<file path="config.mk">
export PLATFORM = sky130hd
export DESIGN_NAME = gpio_access_arbiter_flat
export DESIGN_NICKNAME = d
export VERILOG_FILES = /design/src/rtl/gpio_access_arbiter_if.sv /design/src/rtl/gpio_access_arbiter.sv /design/src/flat_wrapper.sv
export SDC_FILE = /design/constraint.sdc
export NUM_CORES = 1
export LEC_CHECK = 0
export BUFFER_PORTS_ARGS = -buffer_cell sky130_fd_sc_hd__clkbuf_2
export CAP_MARGIN = 10
export CORE_MARGIN = 3
export CORE_UTILIZATION = 45
export CTS_BUF_LIST = sky130_fd_sc_hd__clkbuf_8
export CTS_CLUSTER_SIZE = 40
export DETAILED_ROUTE_END_ITERATION = 7
export GPL_TIMING_DRIVEN = 1
export PLACE_DENSITY = 0.76
export SLEW_MARGIN = 5
export SYNTH_ARGS = -nofsm -noshare
export SYNTH_HDL_FRONTEND = slang
export SYNTH_SLANG_ARGS = --single-unit
</file>
<file path="constraint.sdc">
create_clock -name clk -period 1.4 [get_ports clk]
set_input_delay 0.28 -clock clk [delete_from_list [all_inputs] [get_ports clk]]
set_output_delay 0.28 -clock clk [all_outputs]
set_load 0.05 [all_outputs]
</file>
<file path="src/rtl/gpio_access_arbiter_if.sv">
// Register-port bundle between the two requesters, the arbiter and the GPIO control IP.
// The slave modport is the arbiter's view; the master modport is the requester/GPIO side.
interface gpio_access_arbiter_if #(
    parameter int ADDR_W = 4,
    parameter int DATA_W = 32
);
    logic              m0_req;
    logic              m0_we;
    logic [ADDR_W-1:0] m0_addr;
    logic [DATA_W-1:0] m0_wdata;
    logic              m0_gnt;
    logic              m0_done;
    logic [DATA_W-1:0] m0_rdata;

    logic              m1_req;
    logic              m1_we;
    logic [ADDR_W-1:0] m1_addr;
    logic [DATA_W-1:0] m1_wdata;
    logic              m1_gnt;
    logic              m1_done;
    logic [DATA_W-1:0] m1_rdata;
    logic              m1_lock;

    logic              gpio_we;
    logic              gpio_re;
    logic [ADDR_W-1:0] gpio_addr;
    logic [DATA_W-1:0] gpio_wdata;
    logic [DATA_W-1:0] gpio_rdata;

    modport slave (
        input  m0_req, m0_we, m0_addr, m0_wdata,
        input  m1_req, m1_we, m1_addr, m1_wdata, m1_lock,
        input  gpio_rdata,
        output m0_gnt, m0_done, m0_rdata,
        output m1_gnt, m1_done, m1_rdata,
        output gpio_we, gpio_re, gpio_addr, gpio_wdata
    );

    modport master (
        output m0_req, m0_we, m0_addr, m0_wdata,
        output m1_req, m1_we, m1_addr, m1_wdata, m1_lock,
        output gpio_rdata,
        input  m0_gnt, m0_done, m0_rdata,
        input  m1_gnt, m1_done, m1_rdata,
        input  gpio_we, gpio_re, gpio_addr, gpio_wdata
    );
endinterface

</file>
<file path="src/rtl/gpio_access_arbiter.sv">
// Shares the GPIO register port between M0 (CPU) and M1 (sequencer), one access at a time.
// IDLE -> ISSUE -> RESP: gnt one cycle after req is sampled, done one cycle after gnt.
module gpio_access_arbiter #(
    parameter int ADDR_W     = 4,
    parameter int DATA_W     = 32,
    parameter int FIXED_PRIO = 0,
    parameter int MAX_BURST  = 4
) (
    input  logic                 clk,
    input  logic                 reset_n,
    gpio_access_arbiter_if.slave bus
);
    localparam int CNT_W = $clog2(MAX_BURST + 1);

    typedef enum logic [1:0] {
        IDLE  = 2'd0,
        ISSUE = 2'd1,
        RESP  = 2'd2
    } state_t;

    state_t            state_q;
    logic              sel_q;
    logic              last_grant_q;
    logic [CNT_W-1:0]  burst_q;
    logic [CNT_W-1:0]  burst_d;
    logic              win_m1_d;
    logic              any_req;
    logic              lock_hold;

    logic              m0_gnt_q, m1_gnt_q;
    logic              m0_done_q, m1_done_q;
    logic [DATA_W-1:0] m0_rdata_q, m1_rdata_q;
    logic              gpio_we_q, gpio_re_q;
    logic [ADDR_W-1:0] gpio_addr_q;
    logic [DATA_W-1:0] gpio_wdata_q;

    always_comb begin
        any_req   = bus.m0_req | bus.m1_req;
        // M1 keeps the port on a tie only while it owned it last and its burst budget remains.
        lock_hold = bus.m1_lock & last_grant_q & (burst_q != CNT_W'(MAX_BURST));
        win_m1_d  = bus.m1_req;
        if (bus.m0_req && bus.m1_req) begin
            if (lock_hold) begin
                win_m1_d = 1'b1;
            end else if (FIXED_PRIO != 0) begin
                win_m1_d = 1'b0;
            end else begin
                win_m1_d = ~last_grant_q;
            end
        end

        burst_d = burst_q;
        if (!bus.m1_lock) begin
            burst_d = '0;
        end else if (state_q == IDLE && any_req) begin
            if (!win_m1_d) begin
                burst_d = '0;
            end else if (bus.m0_req) begin
                // Only bursts that starve a waiting M0 are counted.
                burst_d = burst_q + CNT_W'(1);
            end
        end
    end

    always_ff @(posedge clk or negedge reset_n) begin
        if (!reset_n) begin
            state_q      <= IDLE;
            sel_q        <= 1'b0;
            last_grant_q <= 1'b1;
            burst_q      <= '0;
            m0_gnt_q     <= 1'b0;
            m1_gnt_q     <= 1'b0;
            m0_done_q    <= 1'b0;
            m1_done_q    <= 1'b0;
            m0_rdata_q   <= '0;
            m1_rdata_q   <= '0;
            gpio_we_q    <= 1'b0;
            gpio_re_q    <= 1'b0;
            gpio_addr_q  <= '0;
            gpio_wdata_q <= '0;
        end else begin
            m0_gnt_q  <= 1'b0;
            m1_gnt_q  <= 1'b0;
            m0_done_q <= 1'b0;
            m1_done_q <= 1'b0;
            burst_q   <= burst_d;
            case (state_q)
                IDLE: begin
                    if (any_req) begin
                        sel_q        <= win_m1_d;
                        m0_gnt_q     <= ~win_m1_d;
                        m1_gnt_q     <= win_m1_d;
                        gpio_we_q    <= win_m1_d ? bus.m1_we : bus.m0_we;
                        gpio_re_q    <= win_m1_d ? ~bus.m1_we : ~bus.m0_we;
                        gpio_addr_q  <= win_m1_d ? bus.m1_addr : bus.m0_addr;
                        gpio_wdata_q <= win_m1_d ? bus.m1_wdata : bus.m0_wdata;
                        state_q      <= ISSUE;
                    end
                end
                ISSUE: begin
                    if (gpio_re_q) begin
                        if (sel_q) begin
                            m1_rdata_q <= bus.gpio_rdata;
                        end else begin
                            m0_rdata_q <= bus.gpio_rdata;
                        end
                    end
                    m0_done_q    <= ~sel_q;
                    m1_done_q    <= sel_q;
                    last_grant_q <= sel_q;
                    gpio_we_q    <= 1'b0;
                    gpio_re_q    <= 1'b0;
                    gpio_addr_q  <= '0;
                    gpio_wdata_q <= '0;
                    state_q      <= RESP;
                end
                RESP: begin
                    state_q <= IDLE;
                end
                default: begin
                    state_q <= IDLE;
                end
            endcase
        end
    end

    assign bus.m0_gnt     = m0_gnt_q;
    assign bus.m1_gnt     = m1_gnt_q;
    assign bus.m0_done    = m0_done_q;
    assign bus.m1_done    = m1_done_q;
    assign bus.m0_rdata   = m0_rdata_q;
    assign bus.m1_rdata   = m1_rdata_q;
    assign bus.gpio_we    = gpio_we_q;
    assign bus.gpio_re    = gpio_re_q;
    assign bus.gpio_addr  = gpio_addr_q;
    assign bus.gpio_wdata = gpio_wdata_q;
endmodule
</file>
<file path="src/flat_wrapper.sv">
// flat-port wrapper written by rule: the top's interface ports become plain ports
module gpio_access_arbiter_flat 
#(
    parameter int ADDR_W     = 4,
    parameter int DATA_W     = 32,
    parameter int FIXED_PRIO = 0,
    parameter int MAX_BURST  = 4
)
  (clk, reset_n, bus_m0_req, bus_m0_we, bus_m0_addr, bus_m0_wdata, bus_m1_req, bus_m1_we, bus_m1_addr, bus_m1_wdata, bus_m1_lock, bus_gpio_rdata, bus_m0_gnt, bus_m0_done, bus_m0_rdata, bus_m1_gnt, bus_m1_done, bus_m1_rdata, bus_gpio_we, bus_gpio_re, bus_gpio_addr, bus_gpio_wdata);
  gpio_access_arbiter_if #(.ADDR_W(ADDR_W), .DATA_W(DATA_W)) bus_i ();
  input  logic clk;
  input  logic reset_n;
  input wire logic [$bits(bus_i.m0_req)-1:0] bus_m0_req;
  input wire logic [$bits(bus_i.m0_we)-1:0] bus_m0_we;
  input wire logic [$bits(bus_i.m0_addr)-1:0] bus_m0_addr;
  input wire logic [$bits(bus_i.m0_wdata)-1:0] bus_m0_wdata;
  input wire logic [$bits(bus_i.m1_req)-1:0] bus_m1_req;
  input wire logic [$bits(bus_i.m1_we)-1:0] bus_m1_we;
  input wire logic [$bits(bus_i.m1_addr)-1:0] bus_m1_addr;
  input wire logic [$bits(bus_i.m1_wdata)-1:0] bus_m1_wdata;
  input wire logic [$bits(bus_i.m1_lock)-1:0] bus_m1_lock;
  input wire logic [$bits(bus_i.gpio_rdata)-1:0] bus_gpio_rdata;
  output wire logic [$bits(bus_i.m0_gnt)-1:0] bus_m0_gnt;
  output wire logic [$bits(bus_i.m0_done)-1:0] bus_m0_done;
  output wire logic [$bits(bus_i.m0_rdata)-1:0] bus_m0_rdata;
  output wire logic [$bits(bus_i.m1_gnt)-1:0] bus_m1_gnt;
  output wire logic [$bits(bus_i.m1_done)-1:0] bus_m1_done;
  output wire logic [$bits(bus_i.m1_rdata)-1:0] bus_m1_rdata;
  output wire logic [$bits(bus_i.gpio_we)-1:0] bus_gpio_we;
  output wire logic [$bits(bus_i.gpio_re)-1:0] bus_gpio_re;
  output wire logic [$bits(bus_i.gpio_addr)-1:0] bus_gpio_addr;
  output wire logic [$bits(bus_i.gpio_wdata)-1:0] bus_gpio_wdata;
  assign bus_i.m0_req = bus_m0_req;
  assign bus_i.m0_we = bus_m0_we;
  assign bus_i.m0_addr = bus_m0_addr;
  assign bus_i.m0_wdata = bus_m0_wdata;
  assign bus_i.m1_req = bus_m1_req;
  assign bus_i.m1_we = bus_m1_we;
  assign bus_i.m1_addr = bus_m1_addr;
  assign bus_i.m1_wdata = bus_m1_wdata;
  assign bus_i.m1_lock = bus_m1_lock;
  assign bus_i.gpio_rdata = bus_gpio_rdata;
  assign bus_m0_gnt = bus_i.m0_gnt;
  assign bus_m0_done = bus_i.m0_done;
  assign bus_m0_rdata = bus_i.m0_rdata;
  assign bus_m1_gnt = bus_i.m1_gnt;
  assign bus_m1_done = bus_i.m1_done;
  assign bus_m1_rdata = bus_i.m1_rdata;
  assign bus_gpio_we = bus_i.gpio_we;
  assign bus_gpio_re = bus_i.gpio_re;
  assign bus_gpio_addr = bus_i.gpio_addr;
  assign bus_gpio_wdata = bus_i.gpio_wdata;
  gpio_access_arbiter #(.ADDR_W(ADDR_W), .DATA_W(DATA_W), .FIXED_PRIO(FIXED_PRIO), .MAX_BURST(MAX_BURST)) u_core (.clk(clk), .reset_n(reset_n), .bus(bus_i));
endmodule
</file>
After elaboration in Yosys (flattened, before gate mapping) --
Cells that the tools add are included.
Word-level totals: memory bits (read-only) 0, latch bits 0, output and inout port bits 106, bits in registers 113, memories kept 0, bits of input ports 111, RAM bits 0
Operators by class: add/subtract/negate cells 1, order comparisons 0, bitwise gates (word level) 8, reductions and logical operators 9, eq/ne operators 5, shifts and indexed selects 0, multipliers 0, div/mod/pow operators 0, multiplexer cells 26
Operators by type and width (number):
- $mux W32 | 2
- $pmux W32 S2 | 1
- $mux W1 | 12
- $mux W3 | 4
- $mux W4 | 2
- $pmux W4 S2 | 1
- $ne A3 B3 Y1 const B | 2
- $reduce_and A2 Y1 | 3
- $reduce_and A3 Y1 | 2
- $not A1 Y1 | 5
- $ne A2 B1 Y1 const B | 2
- $pmux W1 S2 | 2
- $pmux W2 S2 | 1
- $add A3 B1 Y3 const B | 1
- $and A1 B1 Y1 | 2
- $eq A2 B1 Y1 const B | 1
- $logic_and A1 B1 Y1 | 2
- $logic_not A2 Y1 | 1
- $mux W2 | 1
- $reduce_bool A2 Y1 | 1
- $or A1 B1 Y1 | 1

Logic depth before layout (Yosys ltp) --
Gate-level depths: netlist (run 1).
depth after elaboration 7, gate-level depth with buffers 6

Worst setup path before layout (run 1) --
OpenSTA, ideal clock, no wires.
path type reg2reg, from reg u_core.gpio_re_q (netlist: u_core.bus.gpio_re), to reg u_core.m0_rdata_q[21] (netlist: u_core.bus.m0_rdata[21]), required time 1.275 ns, period minus slack after synthesis 1.660 ns, buffers on the path 1, stages on the path, launching flop included 4, path slack -0.260 ns, setup time 0.125 ns, arrival time 1.536 ns, cell sequence dfrtp_1 -> nor3b_4 -> buf_6 -> mux2_2
Between the ends: cells in the longest elaborated chain, start to end 1
RTL lines:
- from (decl) | RTL line gpio_access_arbiter.sv:33 | logic gpio_we_q, gpio_re_q;
- from (signal assigned) | RTL line gpio_access_arbiter.sv:94 | gpio_re_q <= win_m1_d ? ~bus.m1_we : ~bus.m0_we;
- $reduce_and A3 Y1 (no line)
- to (signal assigned) | RTL line gpio_access_arbiter.sv:105 | m0_rdata_q <= bus.gpio_rdata;
- to (decl) | RTL line gpio_access_arbiter.sv:32 | logic [DATA_W-1:0] m0_rdata_q, m1_rdata_q;
No other way between the ends. A chain may end at the register's enable or synchronous reset.

Worst setup path in the final report (run 1) --
from reg u_core.state_q[1], to reg u_core.m0_rdata_q[9] (netlist: u_core.bus.m0_rdata[9])
Between the ends: cells in the longest elaborated chain, start to end 2
RTL lines:
- from (decl) | RTL line gpio_access_arbiter.sv:21 | state_t state_q;
- from (signal assigned) | RTL line gpio_access_arbiter.sv:67 | state_q <= IDLE;
- from (signal assigned) | RTL line gpio_access_arbiter.sv:97 | state_q <= ISSUE;
- from (signal assigned) | RTL line gpio_access_arbiter.sv:115 | state_q <= RESP;
- $eq A2 B1 Y1 | RTL line gpio_access_arbiter.sv:87 | case (state_q)
- $reduce_and A3 Y1 (no line)
No other way between the ends.

==> results.rst, run 1 <==
.. list-table::
   :header-rows: 1

   * - Metric
     - Value
   * - Outcome
     - finished with violations
   * - Failing checks
     - setup timing
   * - Global-route wire length before repair
     - 23600 um
   * - IO Count
     - 217
   * - Remaining number of nets flagged by the antenna check after routing
     - 0
   * - Relative area change from synthesis to final layout
     - 52.6%
   * - Final period demand of the worst path
     - 1.53 ns
   * - Startpoint of the worst setup timing path
     - u_core.state_q[1]
   * - Part of the Yosys area used for sequential elements
     - 56.1%
   * - Hold path cells
     - 2
   * - CP startpoint kind
     - register
   * - Length of the first detailed-routing pass in iterations
     - 5
   * - Worst Clk Skew
     - 0.0168 ns
   * - Arrival time worst endpoint
     - 1.85 ns
   * - Met1 WL
     - 6660 um
   * - Total clock sinks
     - 113
   * - Seq cells post-synth
     - 113
   * - Top layer in use
     - met4
   * - Peak Freq
     - 652 MHz
   * - Initial core utilization
     - 46.3%
   * - End of the worst register-to-register path
     - u_core.bus.m0_rdata[9]
   * - Avg Vias per Cell
     - 5.77
   * - Area inside the core boundary
     - 10900 sq um
   * - Root Driver
     - clkbuf_8
   * - Post-Synthesis Cells
     - 413
   * - Setup TNS
     - -7.82 ns
   * - Overall die width
     - 112 um
   * - DRT iter0 DRCs
     - 309
   * - Launching point of the worst reg2reg path
     - u_core.state_q[1]
   * - Port Buffers
     - 216
   * - Final GP Congestion
     - 0.805
   * - Initial antenna violation count
     - 0
   * - Cell area after technology mapping
     - 5040 sq um
   * - Max-slew violations
     - 0
   * - Cell row count
     - 38
   * - Post-DP HPWL
     - 9720 um
   * - Maximum number of pins on one net before global-route repair
     - 53
   * - Syn Nets
     - 526
   * - Highest fanout seen on the critical path
     - 16
   * - Total Wirelength
     - 16700 um
   * - Routed wire per std cell
     - 20.5 um
   * - Grt ovf
     - 0
   * - Worst-Margin Slew
     - 0.385 ns
   * - DRC violation count after routing
     - 0
   * - Number of cells on the worst reg-to-reg path
     - 5
   * - Endpoints failing hold
     - 0
   * - TritonCTS clock tree
     - yes
   * - Net count, final
     - 773
   * - Min-delay worst type
     - primary input to register
   * - Number of warning messages in the yosys log
     - 0
   * - Clock tree buffer depth
     - 2
   * - Startpoint of the worst hold path
     - bus_gpio_rdata[27]
   * - Met3 routed WL
     - 1290 um
   * - Clock latency at the later pin of the worst-skew pair
     - 0.43 ns
   * - Power per unit of standard cell area
     - 2790 nW/um^2
   * - Die Footprint
     - 12500 sq um
   * - Endpoint kind of the worst setup timing path
     - register
   * - Final setup slack of the worst path
     - -0.133 ns
   * - Number of violations of the max-capacitance limit
     - 0
   * - Static leakage power
     - 3.73 nW
   * - Avg Inst Size Synth
     - 12.2 sq um
   * - Number of vias in the routed layout
     - 4693
   * - Ant. Diodes
     - 0
   * - Total length of routed met2 wires
     - 8440 um
   * - Maximum ir drop on the vdd rail
     - 2.22 mV
   * - Post-Route Utilization
     - 70.7%
   * - Ratio of cells with drive above 1 in the final layout
     - 58.5%
   * - Global-route usage over all layers
     - 23.5%
   * - Type of the worst setup path
     - register to register
   * - Post-route clock period utilization
     - 109%
   * - Chip Height
     - 112 um
   * - Slew headroom
     - 74.2%
   * - H-tree depth
     - 4
   * - Clock-pin transition on the worst setup and hold timing paths
     - 0.08 ns
   * - Required time reported for the critical path endpoint
     - 1.72 ns
   * - TritonCTS buffer count
     - 17
   * - Hold path endpoint
     - u_core.bus.m0_rdata[27]
   * - Number of global-route vias before repair
     - 4589
   * - Cell variety after synth
     - 35
   * - RSZ-0062 raised after global routing
     - yes
   * - Setup slack, reg-to-reg
     - -0.13 ns
   * - Number of setup violations in the final report
     - 106
==> power by group <==
group          leakage [nW]  switching, mW  internal [mW]
combinational          2.14           8.47           3.82
clock                 0.206           1.51           1.83
sequential             1.39          0.975           4.88
total                  3.73           11.0           10.5
==> cells by family after synthesis <==
family / Yosys count / share of synthesized area, %
buffers and inverters: 52 / 5.04
flip-flops: 113 / 56.1
AO/OA/AOI/OAI: 126 / 17.9
multiplexers: 64 / 14.3
AND/OR/NAND/NOR: 56 / 6.16
adder cells (fa/ha/maj): 2 / 0.496
==> layout by cell type (no fill, tap or decap), types with 2 or more instances in the layout <==
cell type | netlist | layout
clkbuf_2 | 1 | 183
dfrtp_1 | 112 | 111
mux2_4 | 0 | 44
nand3_1 | 37 | 37
o211ai_1 | 37 | 37
o21ai_0 | 36 | 36
o2111ai_1 | 41 | 27
buf_2 | 10 | 25
buf_4 | 0 | 21
clkbuf_8 | 0 | 19
mux2_2 | 52 | 15
buf_12 | 0 | 14
o2111ai_2 | 0 | 13
clkbuf_16 | 0 | 8
buf_6 | 6 | 8
inv_1 | 9 | 7
clkbuf_4 | 0 | 6
nand2_1 | 5 | 5
mux2_1 | 12 | 5
clkinv_4 | 0 | 4
inv_6 | 0 | 3
clkinvlp_4 | 0 | 3
bufinv_16 | 0 | 3
inv_2 | 0 | 2
nor2_4 | 0 | 2
o21ai_1 | 2 | 2
a21oi_1 | 3 | 2
buf_16 | 0 | 2
buf_8 | 0 | 2
==> cell usage after synthesis <==
master     number  area share (%)
a2111o_1        1            0.22
a21o_1          1            0.15
buf_2          10            0.99
nand2b_4        1            0.27
and3b_2         1            0.20
nand2_1         5            0.37
o21ai_1         2            0.20
nand3_1        37             3.7
nor2b_1         1            0.12
buf_6           6             1.3
o21ai_0        36             3.6
inv_1           9            0.67
o211ai_1       37             5.5
dfrtp_1       112              56
nor2_1          3            0.22
clkbuf_2        1           0.099
nor3_1          1           0.099
clkbuf_1       26             1.9
nor3b_1         1            0.15
a21bo_2         1            0.20
or2_2           1            0.12
and2_1          2            0.25
dfstp_2         1            0.52
ha_1            2            0.50
or3b_2          1            0.17
a21oi_1         3            0.30
a21boi_1        1            0.15
a31oi_1         1            0.12
a22o_1          1            0.17
mux2_1         12             2.7
o311ai_0        1            0.17
nand2_2         1            0.12
o2111ai_1      41             7.1
nor3b_4         1            0.37
mux2_2         52              12
==> through the flow <==
step           cells  hold WS (ns)  total power, mW  setup slack, ns  instance area [sq um]
2_1_floorplan    413       -0.0156             13.9           -0.104                   5090
5_1_grt          813        0.0614             22.5           -0.207                   7690
3_3_place_gp     756         0.193             16.5          -0.0433                   6470
6_report         813        0.0862             21.5           -0.133                   7690
4_1_cts          795        0.0534             20.5           -0.136                   7090
3_5_place_dp     756         0.208             16.8           -0.127                   6470
==> repair_timing <==
action | 4_1_cts | 5_1_grt
buffers inserted | 4 | 6
hold buffers | 1 | 0
endpoints found under the setup margin | 111 | 133
gates cloned | 2 | 12
pin swaps | 12 | 25
hold endpoints to repair | 19 | 0
gates resized for setup | 26 | 95
==> cell type report <==
type                       count  area [sq um]
fill                         745          3190
sequential                   113          2830
multi-input combinational    248          2300
timing repair buffer         271          1920
clock buffer                  18           248
clock inverter                14           179
tap                          140           175
inverter                       9          33.8
==> sequential cells by signal, indices dropped and copies added, names as in the netlist <==
name	count
u_core.bus.m0_rdata	32
u_core.burst_q	3
u_core.bus.m1_rdata	32
u_core.sel_q	1
u_core.bus.m0_gnt	1
u_core.bus.m0_done	1
u_core.bus.gpio_we	1
u_core.bus.gpio_re	1
u_core.bus.gpio_wdata	32
u_core.last_grant_q	1
u_core.bus.m1_gnt	1
u_core.bus.gpio_addr	4
u_core.bus.m1_done	1
u_core.state_q	2
==> worst max-delay path by stage <==
| stage | to | slack (ns) | cells after the start |
|---|---|---|---|
| detailed placement | u_core.bus.gpio_wdata[21] | -0.13 | 5 |
| finish | u_core.bus.m0_rdata[9] | -0.13 | 5 |
| floorplan | u_core.bus.m0_rdata[21] | -0.10 | 3 |
| global placement | u_core.bus.gpio_wdata[2] | -0.04 | 5 |
| CTS | u_core.burst_q[2] | -0.14 | 7 |
| global route | u_core.bus.gpio_wdata[28] | -0.21 | 8 |
==> worst max-delay path, cell delays in order, from the launching register on <==
cell      delay, ns
dfrtp_1        0.41
nand2b_4       0.16
nor3b_4        0.18
buf_4          0.16
buf_16         0.15
mux2_2         0.35
==> routing by layer <==
| metal | vias up | track usage (%) |
|---|---|---|
| met5 | - | 0 |
| met4 | 0 | 8.19 |
| met3 | 29 | 5.60 |
| met2 | 263 | 38.5 |
| met1 | 2317 | 30.8 |
| li1 | 2084 | - |
Power figures use the tool's default switching activity.
==> inputs of run 2 (changes only) <==
--- a/config.mk
+++ b/config.mk
@@ -5,15 +5,19 @@
 export SDC_FILE = /design/constraint.sdc
 export NUM_CORES = 1
 export LEC_CHECK = 0
+export ABC_AREA = 1
 export BUFFER_PORTS_ARGS = -buffer_cell sky130_fd_sc_hd__clkbuf_2
 export CAP_MARGIN = 10
+export CELL_PAD_IN_SITES_DETAIL_PLACEMENT = 0
+export CELL_PAD_IN_SITES_GLOBAL_PLACEMENT = 1
 export CORE_MARGIN = 3
-export CORE_UTILIZATION = 45
+export CORE_UTILIZATION = 32
 export CTS_BUF_LIST = sky130_fd_sc_hd__clkbuf_8
 export CTS_CLUSTER_SIZE = 40
 export DETAILED_ROUTE_END_ITERATION = 7
 export GPL_TIMING_DRIVEN = 1
 export PLACE_DENSITY = 0.76
+export SETUP_SLACK_MARGIN = 0.02
 export SLEW_MARGIN = 5
 export SYNTH_ARGS = -nofsm -noshare
 export SYNTH_HDL_FRONTEND = slang
==> run 2 against run 1 <==
The flow still finishes with violations (setup timing). Non-clock buffer count fell by 24. Critical endpoint is now u_core.bus.gpio_addr[2]. Die area rose by 40%. Maximum frequency rose by 6.0%. Sequential power fell by 2%. Combinational power fell by 5%. Core utilization fell by 20 points. Synthesized area rose by 0.99%. Largest power group unchanged. First-iteration DRC count fell by 47%.
==> results.rst, run 2 <==
.. list-table::
   :header-rows: 1

   * - Metric
     - Value
   * - Outcome
     - finished with violations (unchanged)
   * - Failing checks
     - setup timing (unchanged)
   * - Final GP Congestion
     - 0.756 (was 0.805)
   * - Number of global-route vias before repair
     - 4580 (was 4589)
   * - Final cell count without fillers
     - 1074 (was 813)
   * - Number of warning messages in the yosys log
     - 0 (unchanged)
   * - Startpoint of the worst hold path
     - bus_gpio_rdata[30] (was bus_gpio_rdata[27])
   * - Kind of cell adding the most delay to the critical path
     - simple AND/OR/NAND/NOR gates (was flip-flops)
   * - Most frequent cells in the layout
     - nand2_1, inv_1, dfrtp_1 (was clkbuf_2, dfrtp_1, mux2_4)
   * - Seq cells post-synth
     - 113 (unchanged)
   * - Post-DP HPWL
     - 9990 um (was 9720 um)
   * - CP startpoint kind
     - register (unchanged)
   * - Total Power Consumption
     - 20.8 mW (was 21.5 mW)
   * - Highest fanout seen on the critical path
     - 7 (was 16)
   * - Maximum ir drop on the vdd rail
     - 0.977 mV (was 2.22 mV)
   * - Length of the first detailed-routing pass in iterations
     - 4 (was 5)
   * - Total Wirelength
     - 15100 um (was 16700 um)
   * - Net count, final
     - 963 (was 773)
   * - Total clock sinks
     - 113 (unchanged)
   * - Initial core utilization
     - 33.1% (was 46.3%)
   * - Synth async-reset ratio
     - 100% (unchanged)
   * - Endpoints failing hold
     - 0 (unchanged)
   * - Dominant cell by count in the synthesized netlist
     - nand2_1 (was dfrtp_1)
   * - Clock tree buffer depth
     - 2 (unchanged)
   * - Arrival time worst endpoint
     - 1.77 ns (was 1.85 ns)
   * - Global-route usage over all layers
     - 16.8% (was 23.5%)
   * - Power per unit of standard cell area
     - 2690 nW/um^2 (was 2790 nW/um^2)
   * - Avg Vias per Cell
     - 4.35 (was 5.77)
   * - Number of violations of the max-capacitance limit
     - 0 (unchanged)
   * - Total non-filler cell area in the finished layout
     - 7730 sq um (was 7690 sq um)
   * - IO Count
     - 217 (unchanged)
   * - Port Buffers
     - 216 (unchanged)
   * - Static leakage power
     - 4.42 nW (was 3.73 nW)
   * - Routed wire per std cell
     - 14.1 um (was 20.5 um)
   * - Top FF cell, synth
     - dfrtp_1 (unchanged)
   * - Final period demand of the worst path
     - 1.45 ns (was 1.53 ns)
   * - Endpoint kind of the worst setup timing path
     - register (unchanged)
   * - Syn Nets
     - 729 (was 526)
   * - TritonCTS buffer count
     - 17 (unchanged)
   * - Root Driver
     - clkbuf_8 (unchanged)
   * - Ratio of cells with drive above 1 in the final layout
     - 43.3% (was 58.5%)
   * - Total cell area at the placement stage
     - 6490 sq um (was 6470 sq um)
   * - Startpoint of the worst setup timing path
     - u_core.burst_q[1] (was u_core.state_q[1])
   * - Min-delay worst type
     - primary input to register (unchanged)
   * - Critical path depth in cells
     - 10 (was 5)
   * - Global-route wire length before repair
     - 23500 um (was 23600 um)
   * - Number of cells on the worst reg-to-reg path
     - 10 (was 5)
   * - Required time reported for the critical path endpoint
     - 1.73 ns (was 1.72 ns)
   * - Cell types occupying the most area after synthesis
     - dfrtp_1, nand2_1, inv_1 (was dfrtp_1, mux2_2, o2111ai_1)
   * - Post-route clock period utilization
     - 103% (was 109%)
   * - Remaining number of nets flagged by the antenna check after routing
     - 0 (unchanged)
   * - Setup TNS
     - -0.675 ns (was -7.82 ns)
   * - Type of the worst setup path
     - register to register (unchanged)
   * - Cell type with the largest total area after synthesis
     - dfrtp_1 (unchanged)
   * - Part of the Yosys area used for sequential elements
     - 55.6% (was 56.1%)
   * - Ant. Diodes
     - 0 (unchanged)
   * - CP Cell Sequence
     - inv_2, ha_4, nand2_4, nand2_4, nand2_8, nand2_8, clkbuf_16, nand2_1, nand3_1, nand2_1 (was nand2b_4, nor3b_4, buf_4, buf_16, mux2_2)
   * - Area share of the leading cell type in the synthesized netlist
     - 55.1% (was 55.6%)
   * - TritonCTS clock tree
     - yes (unchanged)
   * - Peak Freq
     - 692 MHz (was 652 MHz)
   * - DRC violation count after routing
     - 0 (unchanged)
   * - Relative area change from synthesis to final layout
     - 51.9% (was 52.6%)
   * - Cell variety after synth
     - 21 (was 35)
   * - Clock-pin transition on the worst setup and hold timing paths
     - 0.08 ns (about the same)
   * - End of the worst register-to-register path
     - u_core.bus.gpio_addr[2] (was u_core.bus.m0_rdata[9])
   * - Crit path largest cell delay
     - 0.40 ns (was 0.41 ns)
   * - Launching point of the worst reg2reg path
     - u_core.burst_q[1] (was u_core.state_q[1])
   * - Worst-Margin Slew
     - 0.402 ns (was 0.385 ns)
   * - Worst Clk Skew
     - 0.0106 ns (was 0.0168 ns)
   * - Cell row count
     - 45 (was 38)
   * - Maximum number of pins on one net before global-route repair
     - 74 (was 53)
   * - Avg Inst Size Synth
     - 8.26 sq um (was 12.2 sq um)
   * - Die Footprint
     - 17500 sq um (was 12500 sq um)
   * - Grt ovf
     - 0 (unchanged)
   * - Buffers & Inverters on Critical Path
     - 2 (unchanged)
   * - Hold path cells
     - 3 (was 2)
   * - EDFF count, synth
     - 0 (unchanged)
   * - Clock latency at the later pin of the worst-skew pair
     - 0.43 ns (about the same)
   * - DRT iter0 DRCs
     - 164 (was 309)
   * - Hold path endpoint
     - u_core.bus.m1_rdata[30] (was u_core.bus.m0_rdata[27])
   * - Leading cell type in the layout, fill and taps excluded
     - nand2_1 (was clkbuf_2)
   * - Setup slack, reg-to-reg
     - -0.05 ns (was -0.13 ns)
   * - Area inside the core boundary
     - 15400 sq um (was 10900 sq um)
   * - Chip Height
     - 132 um (was 112 um)
   * - Smallest hold slack
     - 0.0854 ns (was 0.0862 ns)
   * - Post-synth top cells
     - nand2_1, inv_1, dfrtp_1 (was dfrtp_1, mux2_2, o2111ai_1)
   * - Initial antenna violation count
     - 0 (unchanged)
   * - Number of setup violations in the final report
     - 37 (was 106)
   * - Final setup slack of the worst path
     - -0.0452 ns (was -0.133 ns)
   * - Overall die width
     - 132 um (was 112 um)
   * - RSZ-0062 raised after global routing
     - yes (unchanged)
   * - Post-Synthesis Cells
     - 616 (was 413)
   * - Slew headroom
     - 73.2% (was 74.2%)
   * - Number of vias in the routed layout
     - 4674 (was 4693)
   * - Cell area after technology mapping
     - 5090 sq um (was 5040 sq um)
   * - H-tree depth
     - 4 (unchanged)
   * - Cells after DPL
     - 1032 (was 756)
   * - Critical-path cell with the highest stage delay
     - dfrtp_1 (unchanged)
   * - Max-slew violations
     - 0 (unchanged)
-- run 2: cell types whose count changed in the layout (fill, tap and decap cells not counted), moves of 15 or more --
cell,change
clkbuf_2,-74
o211ai_1,-37
o2111ai_1,-27
o21ai_1,+24
mux2_2,-15
o21ai_2,+16
clkbuf_4,+66
nand2_1,+155
nand3_2,+31
inv_1,+105
nand2_2,+23
mux2_4,-44
-- run 2: timing repair --
action,in CTS,in global routing
buffers inserted,0,2
pin swaps,1,21
endpoints found under the setup margin,111,110
endpoints found under the hold margin,112,0
cloned,1,6
gates resized for setup,85,163
hold buffers,1,0
-- run 2: worst max-delay path by stage --
stage                          endpoint  slack (ns)
2_1_floorplan   u_core.bus.gpio_addr[0]        0.03
4_1_cts                     bus_gpio_re       -0.02
3_5_place_dp    u_core.bus.gpio_addr[3]       -0.05
6_report        u_core.bus.gpio_addr[2]       -0.05
5_1_grt         u_core.bus.gpio_addr[2]       -0.11
3_3_place_gp   u_core.bus.gpio_wdata[3]       -0.02
-- run 2: logic make-up after synthesis --
family / synth area share (%)
simple gates: 23.5
buf+inv: 12.7
flops: 55.6
compound gates: 7.69
fa+ha+maj: 0.491
-- run 2: worst min-delay path, cell delays in order --
cell and delay [ns]:
clkbuf_2 0.08, inv_1 0.06, o21ai_1 0.07
-- run 2: cell type report --
| cell class | instances | area (sq um) |
|---|---|---|
| tap | 211 | 264 |
| timing repair buffer | 247 | 1800 |
| clock buffer | 17 | 234 |
| fill | 1518 | 7640 |
| clock inverter | 15 | 208 |
| inverter | 117 | 439 |
| sequential | 113 | 2830 |
| multi-input combinational | 354 | 1960 |
-- run 2: stage by stage --
| step | utilization, % | worst slack [ns] |
|---|---|---|
| 2_1_floorplan | - | 0.0300 |
| 3_5_place_dp | 42.2 | -0.0541 |
| 4_1_cts | 46.8 | -0.0176 |
| 6_report | 50.3 | -0.0452 |
| 3_3_place_gp | 42.2 | -0.0205 |
| 5_1_grt | 50.3 | -0.112 |
-- run 2: power by group --
group | internal (mW) | switching (mW)
sequential | 4.84 | 0.881
clock | 1.95 | 1.42
combinational | 3.40 | 8.30
-- run 2: metal layers --
layer  vias up  global-route usage, %  part of all wire, %
met1      2135                   22.3                   44
met5         -                      0                    0
li1       2352                      -                    -
met2       171                   25.7                   47
met4         0                   5.13                  1.4
met3        16                   5.99                  7.5
